**src/rtl/wb_uart.sv**
```systemverilog
// Wishbone-slave 8N1 UART with RX/TX FIFOs, runtime baud setup, optional RTS/CTS
// flow control and a read-sequence-armed one-shot override of the setup readback.
module wb_uart #(
    parameter logic [30:0] INITIAL_SETUP = 31'd25,
    parameter int unsigned LGFLEN        = 4
) (
    input  logic        i_clk,
    input  logic        i_reset,
    input  logic        i_wb_cyc,
    input  logic        i_wb_stb,
    input  logic        i_wb_we,
    input  logic [1:0]  i_wb_addr,
    input  logic [31:0] i_wb_data,
    input  logic [3:0]  i_wb_sel,
    output logic        o_wb_stall,
    output logic        o_wb_ack,
    output logic [31:0] o_wb_data,
    input  logic        i_uart_rx,
    output logic        o_uart_tx,
    input  logic        i_cts_n,
    output logic        o_rts_n
);
    localparam int unsigned Depth = 1 << LGFLEN;
    localparam logic [LGFLEN:0] HalfFill = (LGFLEN + 1)'(Depth / 2);
    localparam logic [LGFLEN:0] RtsFill  = (LGFLEN + 1)'(Depth * 3 / 4);

    typedef enum logic [1:0] {RxIdle, RxStart, RxData, RxStop} rx_state_e;
    typedef enum logic {TxIdle, TxBusy} tx_state_e;
    typedef enum logic [1:0] {OvIdle, OvGot1e, OvGotSetup, OvArmed} ov_state_e;

    logic req, rd, wr, setup_wr;
    logic [30:0] setup_q;
    logic [23:0] baud;
    logic unused_bits;

    assign req        = i_wb_cyc & i_wb_stb;
    assign rd         = req & ~i_wb_we;
    assign wr         = req & i_wb_we;
    assign setup_wr   = wr && (i_wb_addr == 2'd0);
    assign baud       = setup_q[23:0];
    assign o_wb_stall = 1'b0;
    assign unused_bits = ^{i_wb_sel, i_wb_data[31]};

    // FIFO storage and pointers (one extra pointer bit distinguishes full from empty)
    logic [7:0] rx_mem [Depth];
    logic [7:0] tx_mem [Depth];
    logic [LGFLEN:0] rx_wptr_q, rx_rptr_q, tx_wptr_q, tx_rptr_q, rx_fill, tx_fill;
    logic rx_empty, rx_full, tx_empty, tx_full, rx_push, rx_pop, tx_push, tx_pop;
    logic [7:0] rx_head;
    logic [15:0] rx_stat, tx_stat;

    assign rx_fill  = rx_wptr_q - rx_rptr_q;
    assign tx_fill  = tx_wptr_q - tx_rptr_q;
    assign rx_empty = (rx_fill == '0);
    assign tx_empty = (tx_fill == '0);
    assign rx_full  = rx_fill[LGFLEN];
    assign tx_full  = tx_fill[LGFLEN];
    assign rx_head  = rx_empty ? 8'h00 : rx_mem[rx_rptr_q[LGFLEN-1:0]];
    assign rx_pop   = rd && (i_wb_addr == 2'd2) && !rx_empty;
    assign tx_push  = wr && (i_wb_addr == 2'd3) && !tx_full;
    assign rx_stat  = {4'(LGFLEN), 10'(rx_fill), rx_fill >= HalfFill, ~rx_empty};
    assign tx_stat  = {4'(LGFLEN), 10'(tx_fill), tx_fill >= HalfFill, ~tx_empty};
    assign o_rts_n  = ~setup_q[30] && (rx_fill >= RtsFill);

    // FIFO memories; contents need no reset, pointers define validity
    always_ff @(posedge i_clk) begin
        if (rx_push) rx_mem[rx_wptr_q[LGFLEN-1:0]] <= rx_q_shift();
        if (tx_push) tx_mem[tx_wptr_q[LGFLEN-1:0]] <= i_wb_data[7:0];
    end

    // FIFO pointers
    always_ff @(posedge i_clk) begin
        if (i_reset) begin
            rx_wptr_q <= '0;
            rx_rptr_q <= '0;
            tx_wptr_q <= '0;
            tx_rptr_q <= '0;
        end else begin
            if (rx_push) rx_wptr_q <= rx_wptr_q + 1'b1;
            if (rx_pop)  rx_rptr_q <= rx_rptr_q + 1'b1;
            if (tx_push) tx_wptr_q <= tx_wptr_q + 1'b1;
            if (tx_pop)  tx_rptr_q <= tx_rptr_q + 1'b1;
        end
    end

    // Receiver: synchronizer plus mid-bit sampling state machine
    rx_state_e rx_state_q, rx_state_d;
    logic [23:0] rx_cnt_q, rx_cnt_d;
    logic [2:0] rx_bit_q, rx_bit_d;
    logic [7:0] rx_shift_q, rx_shift_d;
    logic rx_meta_q, rx_sync_q, rx_prev_q, ovf_set, ferr_set, ovf_q, ferr_q;

    function automatic logic [7:0] rx_q_shift();
        return rx_shift_q;
    endfunction

    // Receiver next-state logic
    always_comb begin
        rx_state_d = rx_state_q;
        rx_cnt_d   = rx_cnt_q;
        rx_bit_d   = rx_bit_q;
        rx_shift_d = rx_shift_q;
        rx_push    = 1'b0;
        ovf_set    = 1'b0;
        ferr_set   = 1'b0;
        unique case (rx_state_q)
            RxIdle: begin
                if (rx_prev_q && !rx_sync_q) begin
                    rx_state_d = RxStart;
                    rx_cnt_d   = {1'b0, baud[23:1]};
                end
            end
            RxStart: begin
                if (rx_cnt_q != '0) begin
                    rx_cnt_d = rx_cnt_q - 24'd1;
                end else if (rx_sync_q) begin
                    rx_state_d = RxIdle;  // glitch, not a real start bit
                end else begin
                    rx_state_d = RxData;
                    rx_cnt_d   = baud - 24'd1;
                    rx_bit_d   = 3'd0;
                end
            end
            RxData: begin
                if (rx_cnt_q != '0) begin
                    rx_cnt_d = rx_cnt_q - 24'd1;
                end else begin
                    rx_shift_d = {rx_sync_q, rx_shift_q[7:1]};
                    rx_cnt_d   = baud - 24'd1;
                    rx_bit_d   = rx_bit_q + 3'd1;
                    if (rx_bit_q == 3'd7) rx_state_d = RxStop;
                end
            end
            default: begin
                if (rx_cnt_q != '0) begin
                    rx_cnt_d = rx_cnt_q - 24'd1;
                end else begin
                    rx_state_d = RxIdle;
                    if (!rx_sync_q) ferr_set = 1'b1;
                    else if (rx_full) ovf_set = 1'b1;
                    else rx_push = 1'b1;
                end
            end
        endcase
    end

    // Receiver state register; a setup write restarts it
    always_ff @(posedge i_clk) begin
        if (i_reset) begin
            rx_meta_q <= 1'b1;
            rx_sync_q <= 1'b1;
            rx_prev_q <= 1'b1;
        end else begin
            rx_meta_q <= i_uart_rx;
            rx_sync_q <= rx_meta_q;
            rx_prev_q <= rx_sync_q;
        end
        if (i_reset || setup_wr) begin
            rx_state_q <= RxIdle;
            rx_cnt_q   <= '0;
            rx_bit_q   <= '0;
            rx_shift_q <= '0;
        end else begin
            rx_state_q <= rx_state_d;
            rx_cnt_q   <= rx_cnt_d;
            rx_bit_q   <= rx_bit_d;
            rx_shift_q <= rx_shift_d;
        end
    end

    // Transmitter: shifts {stop, data} out after driving the start bit
    tx_state_e tx_state_q, tx_state_d;
    logic [23:0] tx_cnt_q, tx_cnt_d;
    logic [3:0] tx_bit_q, tx_bit_d;
    logic [8:0] tx_shift_q, tx_shift_d;
    logic tx_line_q, tx_line_d;

    assign o_uart_tx = tx_line_q;

    // Transmitter next-state logic
    always_comb begin
        tx_state_d = tx_state_q;
        tx_cnt_d   = tx_cnt_q;
        tx_bit_d   = tx_bit_q;
        tx_shift_d = tx_shift_q;
        tx_line_d  = tx_line_q;
        tx_pop     = 1'b0;
        unique case (tx_state_q)
            TxIdle: begin
                tx_line_d = 1'b1;
                // Hold off while a setup write restarts us so no byte is lost
                if (!tx_empty && (!i_cts_n || setup_q[30]) && !setup_wr) begin
                    tx_pop     = 1'b1;
                    tx_state_d = TxBusy;
                    tx_line_d  = 1'b0;
                    tx_shift_d = {1'b1, tx_mem[tx_rptr_q[LGFLEN-1:0]]};
                    tx_bit_d   = 4'd9;
                    tx_cnt_d   = baud - 24'd1;
                end
            end
            default: begin
                if (tx_cnt_q != '0) begin
                    tx_cnt_d = tx_cnt_q - 24'd1;
                end else if (tx_bit_q == 4'd0) begin
                    tx_state_d = TxIdle;
                end else begin
                    tx_line_d  = tx_shift_q[0];
                    tx_shift_d = {1'b1, tx_shift_q[8:1]};
                    tx_bit_d   = tx_bit_q - 4'd1;
                    tx_cnt_d   = baud - 24'd1;
                end
            end
        endcase
    end

    // Transmitter state register; a setup write restarts it
    always_ff @(posedge i_clk) begin
        if (i_reset || setup_wr) begin
            tx_state_q <= TxIdle;
            tx_cnt_q   <= '0;
            tx_bit_q   <= '0;
            tx_shift_q <= '1;
            tx_line_q  <= 1'b1;
        end else begin
            tx_state_q <= tx_state_d;
            tx_cnt_q   <= tx_cnt_d;
            tx_bit_q   <= tx_bit_d;
            tx_shift_q <= tx_shift_d;
            tx_line_q  <= tx_line_d;
        end
    end

    // Override sequence: RX 0x1E, 2x SETUP, 2x FIFO status, then SETUP reads DEADBEEF once
    ov_state_e ov_state_q, ov_state_d;
    logic [1:0] setup_cnt_q, setup_cnt_d, fifo_cnt_q, fifo_cnt_d;
    logic ov_fire;

    assign ov_fire = (ov_state_q == OvArmed) && (i_wb_addr == 2'd0);

    // Override next-state logic, advanced by accepted reads only
    always_comb begin
        ov_state_d  = ov_state_q;
        setup_cnt_d = setup_cnt_q;
        fifo_cnt_d  = fifo_cnt_q;
        if (rd) begin
            unique case (ov_state_q)
                OvIdle: begin
                    if (i_wb_addr == 2'd2 && !rx_empty && rx_head == 8'h1E) ov_state_d = OvGot1e;
                end
                OvGot1e: begin
                    if (i_wb_addr != 2'd0) ov_state_d = OvIdle;
                    else if (setup_cnt_q == 2'd1) ov_state_d = OvGotSetup;
                    else setup_cnt_d = setup_cnt_q + 2'd1;
                end
                OvGotSetup: begin
                    if (i_wb_addr != 2'd1) ov_state_d = OvIdle;
                    else if (fifo_cnt_q == 2'd1) ov_state_d = OvArmed;
                    else fifo_cnt_d = fifo_cnt_q + 2'd1;
                end
                default: begin
                    if (i_wb_addr == 2'd0) ov_state_d = OvIdle;
                end
            endcase
        end
        if (ov_state_d != ov_state_q) begin
            setup_cnt_d = 2'd0;
            fifo_cnt_d  = 2'd0;
        end
    end

    // Override state register
    always_ff @(posedge i_clk) begin
        if (i_reset) begin
            ov_state_q  <= OvIdle;
            setup_cnt_q <= '0;
            fifo_cnt_q  <= '0;
        end else begin
            ov_state_q  <= ov_state_d;
            setup_cnt_q <= setup_cnt_d;
            fifo_cnt_q  <= fifo_cnt_d;
        end
    end

    // Read data mux, sampled into o_wb_data on the accepting edge
    logic [31:0] rd_data;
    always_comb begin
        rd_data = 32'h0;
        case (i_wb_addr)
            2'd0:    rd_data = ov_fire ? 32'hDEADBEEF : {1'b0, setup_q};
            2'd1:    rd_data = {tx_stat, rx_stat};
            2'd2:    rd_data = {19'h0, ovf_q, 1'b0, ferr_q, 1'b0, rx_empty, rx_head};
            default: rd_data = {16'h0, tx_stat};
        endcase
    end

    // Bus registers, setup register and sticky receive error flags
    always_ff @(posedge i_clk) begin
        if (i_reset) begin
            o_wb_ack  <= 1'b0;
            o_wb_data <= 32'h0;
            setup_q   <= INITIAL_SETUP;
            ovf_q     <= 1'b0;
            ferr_q    <= 1'b0;
        end else begin
            o_wb_ack  <= req;
            o_wb_data <= rd ? rd_data : 32'h0;
            if (setup_wr) setup_q <= i_wb_data[30:0];
            if (wr && i_wb_addr == 2'd2) begin
                ovf_q  <= 1'b0;
                ferr_q <= 1'b0;
            end
            if (ovf_set)  ovf_q  <= 1'b1;
            if (ferr_set) ferr_q <= 1'b1;
        end
    end
endmodule

```
**config.mk**
```make
export PLATFORM = sky130hd
export DESIGN_NAME = wb_uart
export DESIGN_NICKNAME = d
export VERILOG_FILES = /design/src/rtl/wb_uart.sv
export SDC_FILE = /design/constraint.sdc
export NUM_CORES = 1
export LEC_CHECK = 0
export ABC_CLOCK_PERIOD_IN_PS = 4800
export BUFFER_PORTS_ARGS = -buffer_cell sky130_fd_sc_hd__buf_4
export CAP_MARGIN = 20
export CORE_UTILIZATION = 45
export DETAILED_ROUTE_END_ITERATION = 10
export REMOVE_ABC_BUFFERS = 1
export SETUP_SLACK_MARGIN = 0.4
export SYNTH_ARGS = -nofsm -noshare
export SYNTH_HDL_FRONTEND = slang
export SYNTH_SLANG_ARGS = --single-unit
```
**constraint.sdc**
```tcl
create_clock -name i_clk -period 4.8 [get_ports i_clk]
set_clock_uncertainty 0.15 [all_clocks]
set_input_delay 0.48 -clock i_clk [delete_from_list [all_inputs] [get_ports i_clk]]
set_output_delay 0.48 -clock i_clk [all_outputs]
set_load 0.05 [all_outputs]
```
# --- After elaboration in Yosys (flattened, before gate mapping) ---
# Memories as Yosys holds them, arrays and structs flattened. A register that Yosys moved wholly into a read port is not among the register bits.
# Index checks and enable logic that the tools add are counted.
classes:
  add_sub_neg: 13
  magnitude_cmp: 3
  n_eq_ne: 24
  n_mux: 71
  n_bitwise: 13
  reduce_logical: 47
ops:
  columns: ["cell", "count"]
  rows:
  - ["24-bit two-way mux", 9]
  - ["32-bit case mux with 3 select lines", 1]
  - ["24-bit case mux with 3 select lines", 1]
  - ["24-bit by 1-bit subtractor with 24-bit output (second input constant)", 3]
  - ["24-bit nonzero test", 2]
  - ["9-bit two-way mux", 4]
  - ["32-bit two-way mux", 1]
  - ["4-bit two-way mux", 8]
  - ["1-bit two-way mux", 27]
  - ["2-bit two-way mux", 13]
  - ["5-bit by 1-bit adder with 5-bit output (second input constant)", 4]
  - ["5-bit by 4-bit greater-or-equal comparator with 1-bit output (second input constant)", 3]
  - ["2-bit inequality test (second input constant)", 7]
  - ["1-bit logical AND", 13]
  - ["2-bit case mux with 3 select lines", 2]
  - ["4-bit AND reduction", 3]
  - ["2-bit by 1-bit == test with 1-bit output (second input constant)", 5]
  - ["2-bit == test (second input constant)", 5]
  - ["5-bit logical NOT", 2]
  - ["1-bit inverter", 10]
  - ["2-bit nonzero test", 5]
  - ["5-bit subtractor", 2]
  - ["3-bit two-way mux", 3]
  - ["8-bit by 5-bit == test with 1-bit output (second input constant)", 1]
  - ["20 further kinds", 37]
word_totals:
  ff_bits: 171
  ramBits: 256
  inputBits: 45
  output_inout_bits: 36
  mem_count: 2
mem_list:
  columns: ["name", "depth", "width", "rd", "rd_ports_with_merged_regs", "wr", "line", "rtl"]
  rows:
  - ["rx_mem", 16, 8, 1, 1, 1, "45", "logic [7:0] rx_mem [Depth];"]
  - ["tx_mem", 16, 8, 1, 1, 1, "46", "logic [7:0] tx_mem [Depth];"]

# --- Logic depth before layout (Yosys ltp) ---
# Gate-level depths: netlist of the first run.
logic_depth:
  ltp_word: 10
  ltp_mapped: 12
  ltp_nobuf: 11

# --- Least setup slack after synthesis of the first run ---
# No wires, ideal clock.
synth_path:
  path_type: "reg-to-reg"
  startpoint: "register tx_wptr_q[0]"
  endpoint: "memory tx_mem[1][0], enable pin"
  arrival_time_ps: 2940
  t_required_ps: 4267
  slack_ps: 1326
  path_stages_with_launch: 11
  cell_sequence: "dfxtp_1 inv_1 ha_1 inv_1 fa_1 a21o_1 a21oi_1 xnor2_1 nor3_1 nand2_1 nor3_1"
synth_between:
  elab_chain_len: 5
synth_rtl:
  columns: ["element", "line", "rtl"]
  rows:
  - ["from (decl)", "47", "logic [LGFLEN:0] rx_wptr_q, rx_rptr_q, tx_wptr_q, tx_rptr_q, rx_fill, tx_fill;"]
  - ["from (signal assigned)", "81", "if (tx_push) tx_wptr_q <= tx_wptr_q + 1'b1;"]
  - ["5-bit subtractor", "53", "assign tx_fill = tx_wptr_q - tx_rptr_q;"]
  - ["1-bit logical NOT", "60", "assign tx_push = wr && (i_wb_addr == 2'd3) && !tx_full;"]
  - ["1-bit logical AND", "60", null]
  - ["1-bit two-way mux", "68", "if (tx_push) tx_mem[tx_wptr_q[LGFLEN-1:0]] <= i_wb_data[7:0];"]
  - ["1-bit two-way mux (implied by the code)", "68", null]
  - ["to (decl)", "46", null]
# Several ways; a longest one is shown, not always the timed one.

# --- Worst setup path after layout of the first run ---
layout_path:
  startpoint: "register tx_wptr_q[0]"
  endpoint: "memory tx_mem[9][4], enable pin"
# Same word-level chain as after synthesis.

==> results of run 1 <==
==> area by class of cell <==
cell class / count / area [sq um]
fillers: 3615 / 20000
multi-input cells: 1070 / 7500
flip-flops and latches: 434 / 11300
clock buffers: 60 / 1250
inverters: 37 / 139
repair buffers: 128 / 1020
well taps: 539 / 674
clock inverters: 24 / 273
diodes: 1 / 2.50
==> metrics by stage <==
step / util [%] / power, mW
4_1_cts: 52.5 / 10.9
2_1_floorplan: - / 6.44
3_5_place_dp: 48.3 / 7.31
5_1_grt: 52.5 / 11.4
3_3_place_gp: 48.3 / 7.26
6_report: 52.5 / 10.9
==> cells by family after synthesis <==
logic type | share of synthesized area (%)
buf+inv | 3.00
flops | 58.3
xor+xnor | 2.45
other cells | 0.0194
mux | 9.58
simple gates | 13.7
compound gates | 10.7
fa+ha+maj | 2.22
==> critical path: cells and delay by family, from the launching register on <==
kind / cells / cell delay (ns)
xor gates and xnor gates: 1 / 0.23
AOI/OAI and AO/OA: 2 / 0.42
DFF: 1 / 0.35
buffers and inverters: 2 / 0.19
adders and majority gates: 2 / 0.58
and+or+nand+nor: 3 / 1.62
==> power by group <==
group | leakage, nW | switching [mW] | internal (mW)
Sequential | 3.78 | 0.241 | 4.10
Combinational | 2.96 | 1.82 | 1.12
Clock | 0.750 | 1.48 | 2.12
==> flip-flops by register name, summed over array words and instances (netlist names), 2 cells and up, named ones only <==
register,cells
fifo_cnt_q,2
o_wb_data,32
ov_state_q,2
rx_bit_q,3
rx_cnt_q,24
rx_mem,128
rx_rptr_q,5
rx_shift_q,8
rx_state_q,2
rx_wptr_q,5
setup_cnt_q,2
setup_q,31
tx_bit_q,4
tx_cnt_q,24
tx_mem,128
tx_rptr_q,5
tx_shift_q,8
tx_wptr_q,5
==> synth_stat cells, drive strengths merged, types with 7 or more instances <==
library cell and instances:
and2 8, edfxtp 256, nor2 134, inv 36
nand2b 14, or4 8, a211oi 18, nor4 21
xnor2 31, nor2b 12, o21ai 83, nand3 33
nand4 13, a311oi 7, o22ai 11, a31oi 15
mux2i 26, nor3 69, mux4 69, buf 30
ha 31, dfxtp 178, or3 16, clkbuf 75
and3 17, nand2 176, o21a 18, a21oi 128
xor2 23
==> worst max-delay path by stage <==
| stage | startpoint | to | slack [ns] | cells past startpoint |
|---|---|---|---|---|
| floorplan | rx_wptr_q[0] | register | 0.64 | 11 |
| global placement | tx_wptr_q[0] | tx_mem[9][5] | 0.99 | 10 |
| detailed placement | tx_wptr_q[0] | tx_mem[9][5] | 0.82 | 10 |
| CTS | tx_wptr_q[0] | tx_mem[9][4] | 0.83 | 10 |
| global route | tx_wptr_q[0] | tx_mem[9][6] | 0.59 | 10 |
| finish | tx_wptr_q[0] | tx_mem[9][4] | 0.88 | 10 |
==> metal layers <==
| layer | GRT usage [%] | routed length, um | vias to the layer above |
|---|---|---|---|
| met1 | 32.1 | 22300 | 6606 |
| met2 | 37.1 | 23400 | 413 |
| met5 | 0 | 25 | - |
| met3 | 4.06 | 2720 | 97 |
| met4 | 7.71 | 1530 | 4 |
| li1 | - | - | 6293 |
==> what timing repair did <==
item | 4_1_cts | 5_1_grt
hold endpoints to repair | 23 | 0
hold buffers | 23 | 0
endpoints found under the setup margin | 0 | 0
==> results.md, run 1 <==
* Max Freq at 255 MHz
* Mapped Cells at 1,646
* Max incr delay on CP at 0.67 ns
* FF-to-FF path depth at 10
* Hold endpoint: setup_q[8]
* Critical path launch point type: register
* Die Area at 43,700 sq um
* Reg clk slew, reported paths at 0.06 ns
* Row count at 75
* Initial core utilization at 45.8%
* Hold Crit Class: input pin to register
* Critical Path Sink Type: register
* Most used cell, CP: inv_1
* CTS H-tree lvls at 2
* TNS Setup at 0 ns
* Layout cells sized above 1 at 15.7%
* Reg2reg start: tx_wptr_q[0]
* Layout Nets at 1,794
* Clk sinks at 434
* Port Buffer Count at 74
* I/O pins at 81
* RSZ-0062 raised after global routing: no
* Synth async-reset ratio at 0%
* Slew margin rel. at 24.0%
* CTS max path bufs at 3
* VDD IR max at 0.309 mV
* CP max stage cell: nor2_1
* Fin Hold WS at 0.0316 ns
* Worst setup margin at 0.877 ns
* CP Max Fanout at 8
* WP data required at 4.86 ns
* Die Wd at 209 um
* Post-synthesis sequential area ratio at 58.3%
* GRT Total Usage at 23.2%
* Final ANT Viol Nets at 0
* Synth Cell Area at 19,300 sq um
* Cell Chain, Critical Path: inv_1, ha_1, inv_1, fa_1, a21o_1, a21oi_1, xnor2_1, nor3_1, nand2_1, nor2_1
* First-pass GRT wire length at 77,700 um
* Measured slew at the worst slew-check pin at 1.14 ns
* Largest cells by area after synthesis: edfxtp_1 (40%), dfxtp_1 (18%), mux4_2 (8.1%)
* Area Growth Syn to Fin at 14.6%
* Total of max-cap violations at 0
* Fin crit share at 81.7%
* R2R Path End: tx_mem[9][4]
* Detailed-route via count at 13,400
* Final Hold Vio Count at 0
* Pre-antenna DRT Iters at 5
* Most common cell after layout, fill and taps aside: edfxtp_1
* Total gr overflow at 0
* Slew Limit Fails at 0
* DRT iter0 DRCs at 1,189
* Final worst path period need at 3.92 ns
* Routability congestion estimate at 0.901
* Vias in the first global route at 13,100
* WL/cell at 21.8 um
* Total CTS buffers at 45
* Synthesized flop and latch total at 434
* CTS tree: yes
* Core box area at 42,100 sq um
* Hold path startpoint: i_wb_data[8]
* Die H at 209 um
* Post-synth top flop: edfxtp_1
* Number of setup buffers added after CTS at 0
* Pleak at 7.48 nW
* Most frequent cells in the layout: edfxtp_1 (256), dfxtp_1 (176), nand2_1 (175)
* Vias per cell at 5.85
* WHS Path Cells at 3
* Synth warn at 0
* Dominant cell type by area after synthesis: edfxtp_1
* Place WS at 0.820 ns
* CP Data Arrival Time at 3.99 ns
* Routed WL at 50,000 um
* Syn_area_per_cell at 11.7 sq um
* R2R setup slack at 0.88 ns
* Status: finished, final reports clean
* Power per standard cell area at 492 nW/um^2
* Area after DPL at 20,400 sq um
* Final Cell Area at 22,100 sq um
* Largest net degree at the start of global routing at 42
* Clock root cell: clkbuf_16
* Initial antenna violation count at 3
* Post-CTS Resized at 0
* Post-synth EDFFs at 256
* Number of distinct library cells after synthesis at 78
* Final Non-Filler Cells at 2,293
* Clk_lat worst skew at 0.59 ns
* Post-DP HPWL at 33,600 um
* Top cell type's share of synthesized area at 39.8%
* Dpl cells at 2,185
* Critical path class: register to register
* # DRC at 0
* Final setup violation count at 0
No activity file was read; power rests on OpenSTA's default activity.
==> run 2, diff against run 1 <==
--- a/config.mk
+++ b/config.mk
@@ -5,7 +5,7 @@
 export SDC_FILE = /design/constraint.sdc
 export NUM_CORES = 1
 export LEC_CHECK = 0
-export ABC_CLOCK_PERIOD_IN_PS = 4800
+export ABC_CLOCK_PERIOD_IN_PS = 3460
 export BUFFER_PORTS_ARGS = -buffer_cell sky130_fd_sc_hd__buf_4
 export CAP_MARGIN = 20
 export CORE_UTILIZATION = 45
==> constraint.sdc (replaced) <==
create_clock -name i_clk -period 3.46 [get_ports i_clk]
set_clock_uncertainty 0.15 [all_clocks]
set_input_delay 0.346 -clock i_clk [delete_from_list [all_inputs] [get_ports i_clk]]
set_output_delay 0.346 -clock i_clk [all_outputs]
set_load 0.05 [all_outputs]
==> results.md, run 2 (synthesized netlist as in run 1, its figures left out) <==
* # DRC at 0 (unchanged)
* Fillers at 3,519 (was 3,615)
* Antenna cells at 0 (was 1)
* Layout Nets at 1,884 (was 1,794)
* CP max stage cell: dfxtp_4 (was nor2_1)
* Pleak at 7.98 nW (was 7.48 nW)
* Hold Crit Class: input pin to register (unchanged)
* CTS max path bufs at 3 (unchanged)
* RSZ-0062 raised after global routing: yes (was no)
* Max incr delay on CP at 0.35 ns (was 0.67 ns)
* VDD IR max at 0.456 mV (was 0.309 mV)
* R2R Path End: rx_mem[1][6] (was tx_mem[9][4])
* Slew Limit Fails at 0 (unchanged)
* Initial antenna violation count at 2 (was 3)
* Core box area at 42,100 sq um (unchanged)
* Total gr overflow at 0 (unchanged)
* WP data required at 2.96 ns (was 4.86 ns)
* FF-to-FF path depth at 7 (was 10)
* Fin Hold WS at 0.0483 ns (was 0.0316 ns)
* Max Freq at 327 MHz
* Largest net degree at the start of global routing at 37 (was 42)
* WHS Path Cells at 5 (was 3)
* Dpl cells at 2,241 (was 2,185)
* DRT iter0 DRCs at 1,235 (was 1,189)
* Critical path class: register to output port (was register to register)
* I/O pins at 81 (unchanged)
* Slew margin rel. at 31.4% (was 24.0%)
* Psw at 4.99 mW (was 3.54 mW)
* Pre-antenna DRT Iters at 5 (unchanged)
* Vias per cell at 5.82 (was 5.85)
* Layout cells sized above 1 at 21.0% (was 15.7%)
* Cell Chain, Critical Path: inv_4, ha_4, inv_2, fa_2, a21o_1, a21oi_2, xnor2_2, buf_4, a21oi_4, nor2_4, buf_8 (was inv_1, ha_1, inv_1, fa_1, a21o_1, a21oi_1, xnor2_1, nor3_1, nand2_1, nor2_1)
* Routed WL at 51,100 um (was 50,000 um)
* Status: finished, final reports clean (unchanged)
* Final Hold Vio Count at 0 (unchanged)
* Detailed-route via count at 13,800 (was 13,400)
* Final worst path period need at 3.06 ns
* Final core utilization at 54.6% (was 52.5%)
* Clock power frac at 31.3% (was 33.0%)
* Final ANT Viol Nets at 0 (unchanged)
* Die H at 209 um (unchanged)
* Total of max-cap violations at 0 (unchanged)
* Power per standard cell area at 666 nW/um^2 (was 492 nW/um^2)
* Most frequent cells in the layout: edfxtp_1 (256), nand2_1 (170), dfxtp_1 (169) (was edfxtp_1 (256), dfxtp_1 (176), nand2_1 (175))
* CP Data Arrival Time at 2.57 ns (was 3.99 ns)
* Routability congestion estimate at 0.888 (was 0.901)
* Sw Share at 32.6% (was 32.5%)
* R2R setup slack at 0.41 ns (was 0.88 ns)
* Fin crit share at 88.5%
* Measured slew at the worst slew-check pin at 1.03 ns (was 1.14 ns)
* First-pass GRT wire length at 78,400 um (was 77,700 um)
* Reg2reg start: rx_cnt_q[22] (was tx_wptr_q[0])
* Final Cell Area at 23,000 sq um (was 22,100 sq um)
* Post-DP HPWL at 34,600 um (was 33,600 um)
* CP Max Fanout at 2 (was 8)
* GRT Total Usage at 23.5% (was 23.2%)
* Most common cell after layout, fill and taps aside: edfxtp_1 (unchanged)
* Flop pwr share at 39.3% (was 39.9%)
* Vias in the first global route at 13,300 (was 13,100)
* Clk_lat worst skew at 0.58 ns (was 0.59 ns)
* Hold path startpoint: i_wb_we (was i_wb_data[8])
* Port Buffer Count at 74 (unchanged)
* Critical Path Sink Type: output port (was register)
* Reg clk slew, reported paths at 0.07 ns (was 0.06 ns)
* Area after DPL at 20,800 sq um (was 20,400 sq um)
* Die Area at 43,700 sq um (unchanged)
* Die Wd at 209 um (unchanged)
* Final setup violation count at 0 (unchanged)
* Clk sinks at 434 (unchanged)
* Final Non-Filler Cells at 2,378 (was 2,293)
* Internal power at 10.3 mW (was 7.34 mW)
* Clock root cell: clkbuf_16 (unchanged)
* WL/cell at 21.5 um (was 21.8 um)
* CTS H-tree lvls at 2 (unchanged)
* CTS tree: yes (unchanged)
* Hold endpoint: ov_state_q[1] (was setup_q[8])
* Area Growth Syn to Fin at 19.3% (was 14.6%)
* Total CTS buffers at 45 (unchanged)
* Gate power share at 29.4% (was 27.0%)
* Initial core utilization at 45.8% (unchanged)
* Critical path launch point type: register (unchanged)
* Row count at 75 (unchanged)
-- run 2: critical path, delay by kind of cell, from the launching register on --
kind,cells,cell delay (ns)
flip-flops,1,0.35
AND/OR/NAND/NOR,1,0.16
XOR/XNOR,1,0.15
adder cells (fa/ha/maj),2,0.46
buffers and inverters,4,0.41
AO/OA/AOI/OAI,3,0.43
-- run 2: what timing repair did --
action                                  4_1_cts  5_1_grt
hold endpoints to repair                    172        0
hold buffers                                 37        0
endpoints found under the setup margin      200      272
buffers inserted                              6       14
pin swaps                                     7       12
resized for setup                            23       43
-- run 2: routing by layer --
layer / GRT usage, % / up-vias / routed length, um
li1: - / 6461 / -
met1: 32.6 / 6825 / 22200
met2: 37.6 / 460 / 24200
met4: 6.57 / 4 / 1350
met3: 4.30 / 97 / 3220
met5: 0 / - / 28
-- run 2: per-stage QoR --
step / total power, mW / worst slack (ns) / setup TNS, ns
final: 15.3 / 0.398 / 0
after global routing: 16.1 / 0.330 / 0
after CTS: 15.2 / 0.345 / 0
after detailed placement: 10.4 / 0.302 / 0
after global placement: 10.3 / 0.315 / 0
after floorplan: 8.93 / -0.704 / -13.54
-- run 2: worst max path at each step --
stage                             from           end  slack, ns  depth (start not counted)
after floorplan           rx_wptr_q[0]      register      -0.70                         11
after global placement    tx_wptr_q[0]  tx_mem[1][5]       0.32                         12
after detailed placement  rx_cnt_q[19]  rx_mem[1][2]       0.30                          7
after CTS                 rx_wptr_q[0]       o_rts_n       0.34                         11
after global routing      rx_wptr_q[0]       o_rts_n       0.33                         11
final                     rx_wptr_q[0]       o_rts_n       0.40                         11
-- run 2: power groups by stage --
stage	Combinational [mW]	Clock (mW)	Sequential, mW
6_report	4.51	4.80	6.02
5_1_grt	4.93	5.09	6.05
4_1_cts	4.35	4.89	6.00
3_5_place_dp	4.28	0	6.11
3_3_place_gp	4.22	0	6.10
2_1_floorplan	2.82	0	6.11
-- run 2: layout make-up --
cell class              count  area, sq um  area share, %
repair buffers            218         1810           7.87
well taps                 539          674           2.93
flip-flops and latches    434        11300           49.0
clock inverters            23          246           1.07
multi-input cells        1070         7660           33.3
inverters                  37          141          0.614
clock buffers              57         1210           5.27
==> run 3, diff against run 2 <==
--- a/config.mk
+++ b/config.mk
@@ -5,7 +5,7 @@
 export SDC_FILE = /design/constraint.sdc
 export NUM_CORES = 1
 export LEC_CHECK = 0
-export ABC_CLOCK_PERIOD_IN_PS = 3460
+export ABC_CLOCK_PERIOD_IN_PS = 2500
 export BUFFER_PORTS_ARGS = -buffer_cell sky130_fd_sc_hd__buf_4
 export CAP_MARGIN = 20
 export CORE_UTILIZATION = 45
==> constraint.sdc (replaced) <==
create_clock -name i_clk -period 2.5 [get_ports i_clk]
set_clock_uncertainty 0.15 [all_clocks]
set_input_delay 0.25 -clock i_clk [delete_from_list [all_inputs] [get_ports i_clk]]
set_output_delay 0.25 -clock i_clk [all_outputs]
set_load 0.05 [all_outputs]
==> results.md, run 3 (synthesized netlist as in run 1, its figures left out) <==
* Final Cell Area at 26,600 sq um (was 23,000 sq um)
* WP data required at 2.10 ns (was 2.96 ns)
* I/O pins at 81 (unchanged)
* Internal power at 16.7 mW (was 10.3 mW)
* Fin crit share at 120%
* Max Freq at 333 MHz
* CTS H-tree lvls at 2 (unchanged)
* Final setup violation count at 364 (was 0)
* Detailed-route via count at 15,000 (was 13,800)
* R2R setup slack at -0.40 ns (was 0.41 ns)
* Die Area at 43,700 sq um (unchanged)
* Port Buffer Count at 74 (unchanged)
* Cell Chain, Critical Path: inv_2, ha_4, inv_2, fa_2, a21o_1, a21oi_4, xnor2_2, buf_4, a21oi_2, nor2_1, buf_4, buf_8 (was inv_4, ha_4, inv_2, fa_2, a21o_1, a21oi_2, xnor2_2, buf_4, a21oi_4, nor2_4, buf_8)
* GRT Total Usage at 26.1% (was 23.5%)
* Violated checks: negative setup slack
* CP Data Arrival Time at 2.60 ns (was 2.57 ns)
* Initial antenna violation count at 3 (was 2)
* Psw at 8.54 mW (was 4.99 mW)
* Total CTS buffers at 46 (was 45)
* Area after DPL at 22,300 sq um (was 20,800 sq um)
* Area Growth Syn to Fin at 37.7% (was 19.3%)
* Worst Path Buf+Inv at 5 (was 4)
* Total gr overflow at 0 (unchanged)
* Clk_lat worst skew at 0.59 ns (was 0.58 ns)
* Core box area at 42,100 sq um (unchanged)
* Final ANT Viol Nets at 0 (unchanged)
* Power per standard cell area at 948 nW/um^2 (was 666 nW/um^2)
* Critical path class: register to output port (unchanged)
* Most common cell after layout, fill and taps aside: buf_4 (was edfxtp_1)
* Reg clk slew, reported paths at 0.06 ns (was 0.07 ns)
* Hold Crit Class: input pin to register (unchanged)
* Slew Limit Fails at 0 (unchanged)
* Measured slew at the worst slew-check pin at 0.840 ns (was 1.03 ns)
* CTS tree: yes (unchanged)
* CP Max Fanout at 2 (unchanged)
* Routability congestion estimate at 0.972 (was 0.888)
* CTS max path bufs at 3 (unchanged)
* Final worst path period need at 3.00 ns
* Critical Path Sink Type: output port (unchanged)
* Pleak at 9.56 nW (was 7.98 nW)
* Layout cells sized above 1 at 40.1% (was 21.0%)
* Status: finished, violations left (was finished, final reports clean)
* CP max stage cell: fa_2 (was dfxtp_4)
* Worst setup margin at -0.499 ns (was 0.398 ns)
* Initial core utilization at 45.8% (unchanged)
* Vias per cell at 5.74 (was 5.82)
* Post-DP HPWL at 38,300 um (was 34,600 um)
* Clock power frac at 26.1% (was 31.3%)
* Pre-antenna DRT Iters at 5 (unchanged)
* Slew margin rel. at 43.5% (was 31.4%)
* First-pass GRT wire length at 87,400 um (was 78,400 um)
* Largest net degree at the start of global routing at 41 (was 37)
* Max incr delay on CP at 0.36 ns (was 0.35 ns)
* Final Hold Vio Count at 0 (unchanged)
* Routed WL at 57,200 um (was 51,100 um)
* Most frequent cells in the layout: buf_4 (311), edfxtp_1 (256), dfxtp_1 (161) (was edfxtp_1 (256), nand2_1 (170), dfxtp_1 (169))
* Layout Nets at 2,118 (was 1,884)
* Sw Share at 33.9% (was 32.6%)
* Row count at 75 (unchanged)
* Flop pwr share at 32.5% (was 39.3%)
* Total of max-cap violations at 0 (unchanged)
* Vias in the first global route at 15,000 (was 13,300)
* DRT iter0 DRCs at 1,219 (was 1,235)
* RSZ-0062 raised after global routing: yes (unchanged)
* Clock root cell: clkbuf_16 (unchanged)
* Clk sinks at 434 (unchanged)
* TNS Setup at -93.68 ns (was 0 ns)
* VDD IR max at 0.701 mV (was 0.456 mV)
* Gate power share at 41.5% (was 29.4%)
* Fin Hold WS at 0.0445 ns (was 0.0483 ns)
* WL/cell at 21.9 um (was 21.5 um)
* # DRC at 0 (unchanged)
* Die H at 209 um (unchanged)
* Critical path launch point type: register (unchanged)
* Die Wd at 209 um (unchanged)
* Top Family by Delay on Critical Path: buffers and inverters (was adder cells)
-- run 3: final timing paths --
kind                                   start           end  cells past startpoint
worst max register to register  rx_wptr_q[0]  rx_mem[4][0]                     14
worst max-delay path            rx_wptr_q[0]       o_rts_n                     12
worst min register to register     rx_meta_q     rx_sync_q                      1
worst min-delay path            i_wb_addr[0]  o_wb_data[7]                      3
-- run 3: power by group through the flow --
stage	Clock, mW	Combinational [mW]	Sequential (mW)
after floorplan	0	3.90	8.46
after global placement	0	7.46	8.25
after detailed placement	0	7.55	8.25
after CTS	6.66	8.91	8.15
after global routing	6.92	11.2	8.23
final	6.56	10.4	8.18
-- run 3: metrics by stage --
stage | cells | total power [mW] | worst slack [ns] | util [%]
after CTS | 2591 | 23.7 | -0.498 | 60.1
after global routing | 2617 | 26.3 | -0.558 | 63.1
after floorplan | 1541 | 12.4 | -1.66 | -
final | 2617 | 25.2 | -0.499 | 63.1
after detailed placement | 2430 | 15.8 | -0.446 | 52.9
after global placement | 2430 | 15.7 | -0.389 | 52.9
-- run 3: cell type report --
class / count / area [sq um]
diodes: 1 / 2.50
clock buffers: 56 / 1220
clock inverters: 29 / 228
fillers: 3202 / 15600
inverters: 37 / 139
multi-input cells: 1070 / 9050
flip-flops and latches: 434 / 11300
well taps: 539 / 674
repair buffers: 451 / 3980
-- run 3: timing repair --
| item | in CTS | in global routing |
|---|---|---|
| endpoints found under the setup margin | 379 | 380 |
| endpoints found under the hold margin | 177 | 0 |
| resized for setup | 226 | 259 |
| setup buffers | 32 | 22 |
| hold buffers | 40 | 0 |
| gates cloned | 4 | 2 |
| pin swaps | 86 | 100 |
-- run 3: tightest hold or removal path: stages --
cell and delay [ns]:
buf_4 0.23, nor3_1 0.10, buf_4 0.13
-- run 3: per-layer routing --
layer,global-route usage (%),routed length (um)
met1,35.4,24500
met2,42.5,27500
met3,3.83,3110
met4,9.99,2010
met5,0,25
